--- config.mk ---
export PLATFORM = sky130hd
export DESIGN_NAME = mul_issue_ctrl
export DESIGN_NICKNAME = d
export VERILOG_FILES = /design/src/rtl/mul_pkg.sv /design/src/rtl/mul_op_fifo.sv /design/src/rtl/mul_issue_ctrl.sv
export SDC_FILE = /design/constraint.sdc
export NUM_CORES = 1
export LEC_CHECK = 0
export ABC_AREA = 1
export CAP_MARGIN = 15
export CORE_MARGIN = 2
export CORE_UTILIZATION = 30
export DETAILED_ROUTE_END_ITERATION = 6
export PLACE_DENSITY = 0.53
export SLEW_MARGIN = 10
export SYNTH_ARGS = -nofsm -noshare
export SYNTH_HDL_FRONTEND = slang
export SYNTH_SLANG_ARGS = --single-unit
--- constraint.sdc ---
create_clock -name clock -period 2.1 [get_ports clock]
set_input_delay 0.42 -clock clock [delete_from_list [all_inputs] [get_ports clock]]
set_output_delay 0.42 -clock clock [all_outputs]
set_load 0.02 [all_outputs]
--- src/rtl/mul_pkg.sv ---
// Shared defaults, derived widths and controller state encoding for the
// multiplier operand-issue / result-capture stage.
package mul_pkg;

    localparam int N_DEF       = 8;
    localparam int PROD_W_DEF  = 2 * N_DEF;
    localparam int DEPTH_DEF   = 4;
    localparam int PTR_W_DEF   = $clog2(DEPTH_DEF);
    localparam int TIMEOUT_DEF = N_DEF + 4;

    typedef enum logic [1:0] {
        IDLE = 2'd0,
        RUN  = 2'd1,
        GAP  = 2'd2
    } state_t;

endpackage

--- src/rtl/mul_op_fifo.sv ---
// Small operand-pair FIFO; pointers wrap naturally because DEPTH is a power of 2.
module mul_op_fifo #(
    parameter int DEPTH = 4,
    parameter int PTR_W = 2,
    parameter int W     = 16
) (
    input  logic             clock,
    input  logic             reset,
    input  logic             push,
    input  logic             pop,
    input  logic [W-1:0]     din,
    output logic [W-1:0]     dout,
    output logic             full,
    output logic             empty,
    output logic [PTR_W:0]   count
);

    localparam logic [PTR_W:0] FULL_CNT = (PTR_W + 1)'(DEPTH);

    logic [W-1:0]     mem [DEPTH];
    logic [PTR_W-1:0] wr_ptr;
    logic [PTR_W-1:0] rd_ptr;

    always_ff @(posedge clock) begin
        if (!reset) begin
            wr_ptr <= '0;
            rd_ptr <= '0;
            count  <= '0;
        end else begin
            if (push) wr_ptr <= wr_ptr + 1'b1;
            if (pop)  rd_ptr <= rd_ptr + 1'b1;
            if (push && !pop)
                count <= count + 1'b1;
            else if (pop && !push)
                count <= count - 1'b1;
        end
    end

    // Storage is pure data: no reset, written only on an accepted push.
    always_ff @(posedge clock) begin
        if (push) mem[wr_ptr] <= din;
    end

    assign dout  = mem[rd_ptr];
    assign full  = (count == FULL_CNT);
    assign empty = (count == '0);

endmodule

--- src/rtl/mul_issue_ctrl.sv ---
// Issues buffered operand pairs to a sibling shift-add multiplier and captures
// each product into a one-entry valid/ready output register, with a watchdog.
module mul_issue_ctrl
    import mul_pkg::*;
#(
    parameter int N       = N_DEF,
    parameter int DEPTH   = DEPTH_DEF,
    parameter int PTR_W   = PTR_W_DEF,
    parameter int TIMEOUT = TIMEOUT_DEF
) (
    input  logic             clock,
    input  logic             reset,
    input  logic             in_valid,
    output logic             in_ready,
    input  logic [N-1:0]     in_mlier,
    input  logic [N-1:0]     in_mcand,
    output logic             mul_start,
    output logic [N-1:0]     mul_mlier,
    output logic [N-1:0]     mul_mcand,
    input  logic             mul_valid,
    input  logic [2*N:0]     mul_prodt,
    output logic             out_valid,
    input  logic             out_ready,
    output logic [2*N-1:0]   out_prod,
    output logic             busy,
    output logic             err_timeout,
    output logic             err_ovf
);

    localparam int              TMR_W    = $clog2(TIMEOUT + 1);
    localparam logic [TMR_W-1:0] TMR_LAST = TMR_W'(TIMEOUT - 1);

    state_t              state, state_nxt;
    logic [TMR_W-1:0]    timer;
    logic                push, pop, capture, abort, slot_free;
    logic                fifo_full, fifo_empty;
    logic [PTR_W:0]      fifo_count;
    logic [2*N-1:0]      head;

    assign push      = in_valid && in_ready;
    assign in_ready  = !fifo_full;
    assign slot_free = !out_valid || out_ready;
    assign busy      = (state != IDLE) || (fifo_count != '0);

    mul_op_fifo #(
        .DEPTH (DEPTH),
        .PTR_W (PTR_W),
        .W     (2 * N)
    ) u_fifo (
        .clock (clock),
        .reset (reset),
        .push  (push),
        .pop   (pop),
        .din   ({in_mlier, in_mcand}),
        .dout  (head),
        .full  (fifo_full),
        .empty (fifo_empty),
        .count (fifo_count)
    );

    always_comb begin
        state_nxt = state;
        pop       = 1'b0;
        capture   = 1'b0;
        abort     = 1'b0;
        case (state)
            IDLE: begin
                if (!fifo_empty) begin
                    pop       = 1'b1;
                    state_nxt = RUN;
                end
            end
            RUN: begin
                // A finished product waiting on a full slot keeps the job parked.
                if (mul_valid) begin
                    if (slot_free) begin
                        capture   = 1'b1;
                        state_nxt = GAP;
                    end
                end else if (timer == TMR_LAST) begin
                    abort     = 1'b1;
                    state_nxt = GAP;
                end
            end
            GAP:     state_nxt = IDLE;
            default: state_nxt = IDLE;
        endcase
    end

    always_ff @(posedge clock) begin
        if (!reset) begin
            state       <= IDLE;
            timer       <= '0;
            mul_start   <= 1'b0;
            mul_mlier   <= '0;
            mul_mcand   <= '0;
            out_valid   <= 1'b0;
            out_prod    <= '0;
            err_timeout <= 1'b0;
            err_ovf     <= 1'b0;
        end else begin
            state <= state_nxt;

            if (pop) begin
                mul_mlier <= head[2*N-1:N];
                mul_mcand <= head[N-1:0];
                mul_start <= 1'b1;
                timer     <= '0;
            end else if (capture || abort) begin
                mul_start <= 1'b0;
            end

            // Watchdog freezes while a completed product waits for the slot.
            if (state == RUN && !(mul_valid && !slot_free))
                timer <= timer + 1'b1;

            if (capture) begin
                out_prod  <= mul_prodt[2*N-1:0];
                out_valid <= 1'b1;
                err_ovf   <= err_ovf | mul_prodt[2*N];
            end else if (out_valid && out_ready) begin
                out_valid <= 1'b0;
            end

            if (abort) err_timeout <= 1'b1;
        end
    end

endmodule

After elaboration in Yosys (flattened, before gate mapping)
Memories as Yosys holds them, arrays and structs flattened. A register that Yosys moved wholly into a read port is not among the register bits.
Cells that the tools add are included.
{"block": "op_classes", "addsub": 5, "multipliers": 0, "div_mod_pow": 0, "n_lt_le_gt_ge": 0, "n_eq_ne": 6, "n_shift": 0, "muxes": 23, "n_bitwise": 1, "n_reduce_logical": 25}
{"cell": "two-way mux 1 bit", "count": 14}
{"cell": "nonzero test 2 bit", "count": 5}
{"cell": "two-way mux 2 bit", "count": 4}
{"cell": "two-way mux 4 bit", "count": 2}
{"cell": "zero test 1 bit", "count": 7}
{"cell": "logical AND 1 bit", "count": 6}
{"cell": "two-way mux 3 bit", "count": 2}
{"cell": "inequality test 3 bit, second input constant", "count": 2}
{"cell": "adder 2 x 1 -> 2 bit, second input constant", "count": 2}
{"cell": "adder 4 x 1 -> 4 bit, second input constant", "count": 1}
{"cell": "== test 4 bit, second input constant", "count": 1}
{"cell": "case mux 2 bit (2 select lines)", "count": 1}
{"cell": "adder 3 x 1 -> 3 bit, second input constant", "count": 1}
{"cell": "== test 3 bit, second input constant", "count": 1}
{"cell": "zero test 3 bit", "count": 1}
{"cell": "logical OR 1 bit", "count": 3}
{"cell": "AND reduction 3 bit", "count": 1}
{"cell": "nonzero test 3 bit", "count": 1}
{"cell": "subtractor 3 x 1 -> 3 bit, second input constant", "count": 1}
{"cell": "== test 2 x 1 -> 1 bit, second input constant", "count": 1}
{"cell": "zero test 2 bit", "count": 1}
{"cell": "inequality test 2 bit, second input constant", "count": 1}
{"cell": "OR 1 bit", "count": 1}
{"block": "totals", "ff_bits": 33, "latchBits": 0, "ram_bits": 64, "rom_bits": 0, "input_bits": 38, "memories": 1}
{"memory": "u_fifo.mem", "depth": 4, "word_bits": 16, "read_ports": 1, "rd_ports_with_merged_regs": 1, "write_ports": 1, "line_no": "mul_op_fifo.sv:20", "rtl": "logic [W-1:0] mem [DEPTH];"}

Longest topological paths before layout
{"block": "logic_depth", "depth_word": 8, "ltp_mapped": 13, "ltp_nobuf": 13}

Cells and area by module
A second synthesis with hierarchy kept.
{"block": "hier_totals", "hier_cells": 413, "hier_area_um2": 4365.4}
{"module": "mul_op_fifo", "instances": 1, "cells_per_inst": 212, "area_per_inst_um2": 2797.7, "seq_area_each_um2": 2102.0}
{"module": "mul_issue_ctrl", "instances": 1, "cells_per_inst": 201, "area_per_inst_um2": 1567.8, "seq_area_each_um2": 840.8}

Least setup slack after synthesis
No wires, ideal clock.
{"block": "synth_timing", "path_type": "flip-flop to flip-flop", "from": "register u_fifo.count[1]", "to": "memory u_fifo.mem[0][0], enable pin", "setup_ps": 389, "t_arrival_ps": 1562, "slack_ps": 149, "path_stages_with_launch": 5, "path_buffers": 0, "period_less_slack_ps": 1951, "path_cell_list": "dfxtp_1 inv_1 nand3_1 nand2_1 nor2_1"}
{"block": "synth_between", "elab_chain_len": 5}
{"item": "from (decl)", "line_no": "mul_op_fifo.sv:15", "rtl": "output logic [PTR_W:0] count"}
{"item": "from (signal assigned)", "line_no": "mul_op_fifo.sv:33", "rtl": "count <= count + 1'b1;"}
{"item": "from (signal assigned)", "line_no": "mul_op_fifo.sv:35", "rtl": "count <= count - 1'b1;"}
{"item": "== test 3 bit", "line_no": "mul_op_fifo.sv:45", "rtl": "assign full = (count == FULL_CNT);"}
{"item": "zero test 1 bit", "line_no": "mul_issue_ctrl.sv:41", "rtl": "assign in_ready = !fifo_full;"}
{"item": "net in_ready", "line_no": "mul_issue_ctrl.sv:14", "rtl": "output logic in_ready,"}
{"item": "logical AND 1 bit", "line_no": "mul_issue_ctrl.sv:40", "rtl": "assign push = in_valid && in_ready;"}
{"item": "two-way mux 1 bit", "line_no": "mul_op_fifo.sv:41", "rtl": "if (push) mem[wr_ptr] <= din;"}
{"item": "two-way mux 1 bit (implied by the code)", "line_no": "mul_op_fifo.sv:41"}
{"item": "to (decl)", "line_no": "mul_op_fifo.sv:20"}
The timed path passes the listed nets, and every way through them passes these cells.

Worst setup path in the final report
{"block": "layout_timing", "from": "register state[0]", "to": "output busy"}
{"block": "layout_between", "elab_chain_len": 2}
{"item": "from (decl)", "line_no": "mul_issue_ctrl.sv:33", "rtl": "state_t state, state_nxt;"}
{"item": "from (signal assigned)", "line_no": "mul_issue_ctrl.sv:102", "rtl": "state <= state_nxt;"}
{"item": "nonzero test 2 bit", "line_no": "mul_issue_ctrl.sv:43", "rtl": "assign busy = (state != IDLE) || (fifo_count != '0);"}
{"item": "logical OR 1 bit", "line_no": "mul_issue_ctrl.sv:43"}
{"item": "to (decl)", "line_no": "mul_issue_ctrl.sv:25", "rtl": "output logic busy,"}
No other way between the ends.

==> out/qor.csv <==
metric,value,unit
FP Rows,45,
Crit-path slowest cell,dlygate4sd2_1,
Core ar.,15100,um^2
nets@finish,637,
synth-to-layout area growth,33.8,%
Levels on crit path,3,
"Req. time, crit path",1.68,ns
clk slew on worst S/H paths,0.05,ns
H-tree depth,4,
"flops & latches, synth",113,
Die Width,128,um
fraction of layout instances using a drive strength above 1,7.77,%
worst path cell trace,nor2_1 > nand4_1 > dlygate4sd2_1,
cell area after synthesis,4620,um^2
sequential share of the synthesized area,62.9,%
Tmin final,1.94,ns
clock root buffer,clkbuf_16,
RSZ-0062 raised after global routing,no,
Critical Path End Type,output pin,
Clock Sinks,113,
final WL,9760,um
Worst Hold Class,flip-flop to flip-flop,
fin crit share,92.3,%
Total Power,8.43,mW
Syn Area/Cell,9.11,um^2
initial core utilization,30.5,%
largest net degree at the start of global routing,41,
Netlist cell types,25,
# DRC,0,
initial antenna violation count,0,
FMAX,0.516,GHz
placed cell count,761,
WHS Path Cells,2,
Avg WL per Cell,12.3,um
Inserted Diodes,0,
final antenna-violating net count,0,
crit path max fanout,4,
setup bufs post-CTS,0,
die height,128,um
die area,16400,um^2
Hold Fails Final Rpt,0,
Slew headroom,64.9,%
Fill cells,1458,
Post-DP HPWL,6340,um
total track usage,12.4,%
CTS tree,done,
Final Max Tran Viols,0,
first-pass GRT wire length,15300,um
Worst setup SP type,flip-flop,
CTS Buf Count,17,
CP Class,flip-flop to output pin,
post-synthesis instance total,507,
gpl congestion,0.706,
family with the most delay on the worst path,simple AND/OR/NAND/NOR gates,
Peak supply drop,0.622,mV
Ports,76,
leakage,2.46,nW
status,finished clean,
worst slew pin tran,0.526,ns
clk buf depth,2,
vias in the first global route,3202,
Cell Pwr Density,1360,nW/um^2
Iteration-0 DRC Markers,150,
syn nets,552,
Skew-Pair Late Insertion Delay,0.41,ns
max incr delay on CP,0.38,ns
first drt pass iteration count,4,
Final Util,40.8,%
synth warn,0,
max-cap violations,0,
via density per instance,4.29,
PortBufs,75,
setup violators final,0,
Setup Skew,0.00596,ns
CP Data Arrival Time,1.52,ns
critical path buffer and inverter count,1,
via count,3403,
final non-filler cell total,793,
R2R cell count,13,
final worst slack,0.161,ns
Post-Place Worst Slack,-0.0554,ns
GR Overflow Total,0,
-- metal layers --
layer / routed length (um) / GRT usage, % / vias to the layer above
met5: 0 / 0 / -
met3: 507 / 3.84 / 17
li1: - / - / 1768
met4: 187 / 6.14 / 0
met2: 4690 / 20.9 / 85
met1: 4370 / 14.2 / 1533
-- cell type report --
class / count / area [um^2] / share of cell area, %
flip-flops and latches: 113 / 2900 / 47.0
multi-input cells: 317 / 1370 / 22.2
well taps: 188 / 235 / 3.81
clock buffers: 20 / 447 / 7.23
clock inverters: 12 / 118 / 1.90
inverters: 56 / 210 / 3.40
repair buffers: 87 / 892 / 14.4
-- layout by cell type, fill, tap and decap left out, types with 6 or more instances in the layout --
master / Yosys / final
nor2_1: 143 / 143
ha_1: 6 / 6
nand2_1: 97 / 97
inv_1: 52 / 52
a21oi_1: 15 / 15
o21ai_0: 31 / 31
edfxtp_1: 64 / 64
o21ai_1: 6 / 6
buf_4: 4 / 8
clkbuf_16: 0 / 17
clkdlybuf4s50_1: 0 / 73
dfxtp_1: 49 / 49
nand3_1: 9 / 9
-- flip-flops by register name, summed over array words and instances, names as in the netlist, 2 cells and up --
| signal | cells |
|---|---|
| mul_mlier | 8 |
| u_fifo.rd_ptr | 2 |
| u_fifo.count | 3 |
| u_fifo.wr_ptr | 2 |
| timer | 4 |
| u_fifo.mem | 64 |
| mul_mcand | 8 |
| state | 2 |
| out_prod | 16 |
-- per-stage QoR --
step                      hold slack, ns  TNS (ns)  area, um^2
after floorplan                    0.487         0        4620
after global placement             0.442         0        5610
after detailed placement           0.452   -0.0554        5610
after CTS                          0.461         0        6170
after global routing               0.481         0        6180
final                              0.455         0        6180
-- where the power goes --
part	internal [mW]	total, mW	switching (mW)
combinational	1.07	2.79	1.72
sequential	2.74	2.94	0.200
clock	1.75	2.69	0.941
-- kinds of logic (layout without fill, tap and decap cells) --
family | Yosys count | in the layout | synth area share (%)
buffers and inverters | 77 | 175 | 7.42
xor gates and xnor gates | 2 | 2 | 0.379
adders and majority gates | 7 | 7 | 2.06
AOI/OAI and AO/OA | 55 | 55 | 6.18
DFF | 113 | 113 | 62.9
and+or+nand+nor | 253 | 253 | 21.1
-- worst reg2reg max path, cell delays in order, from the launching register on --
cell and delay, ns:
dfxtp_1 0.36, inv_1 0.10, nand3_1 0.10, nand2_1 0.07, inv_1 0.06, ha_1 0.19
inv_1 0.06, fa_1 0.36, inv_1 0.09, a21oi_1 0.06, o21ai_0 0.10, nand2_1 0.08
nand2_1 0.06, nor2_1 0.04
-- worst paths after layout --
kind,start,to,slack (ns)
setup reg to reg,u_fifo.count[0],u_fifo.count[2],0.24
hold reg to reg,err_timeout,err_timeout,0.45
setup / recovery,state[0],busy,0.16
hold / removal,err_timeout,err_timeout,0.45
-- Yosys cell counts --
master,count,area [um^2]
xor2_1,2,17.5
clkbuf_1,4,15.0
nor2_1,143,537
nor2_2,1,6.26
edfxtp_1,64,1920
a21oi_1,15,75.1
ha_1,6,75.1
nand4_1,2,12.5
dfxtp_1,49,981
o21ai_1,6,30.0
a21boi_0,1,7.51
buf_6,2,22.5
buf_4,4,30.0
inv_2,3,11.3
o21ai_0,31,155
fa_1,1,20.0
o21ai_2,2,17.5
inv_1,52,195
nand3_2,1,10.0
buf_2,9,45.0
buf_8,1,15.0
nand2_1,97,364
clkbuf_2,1,5.00
nand3_1,9,45.0
clkinv_1,1,3.75
-- repair_timing --
item	CTS	global route
hold buffers	0	0
endpoints found under the setup margin	1	1
gates resized for setup	1	1
Power figures use the tool's default switching activity.
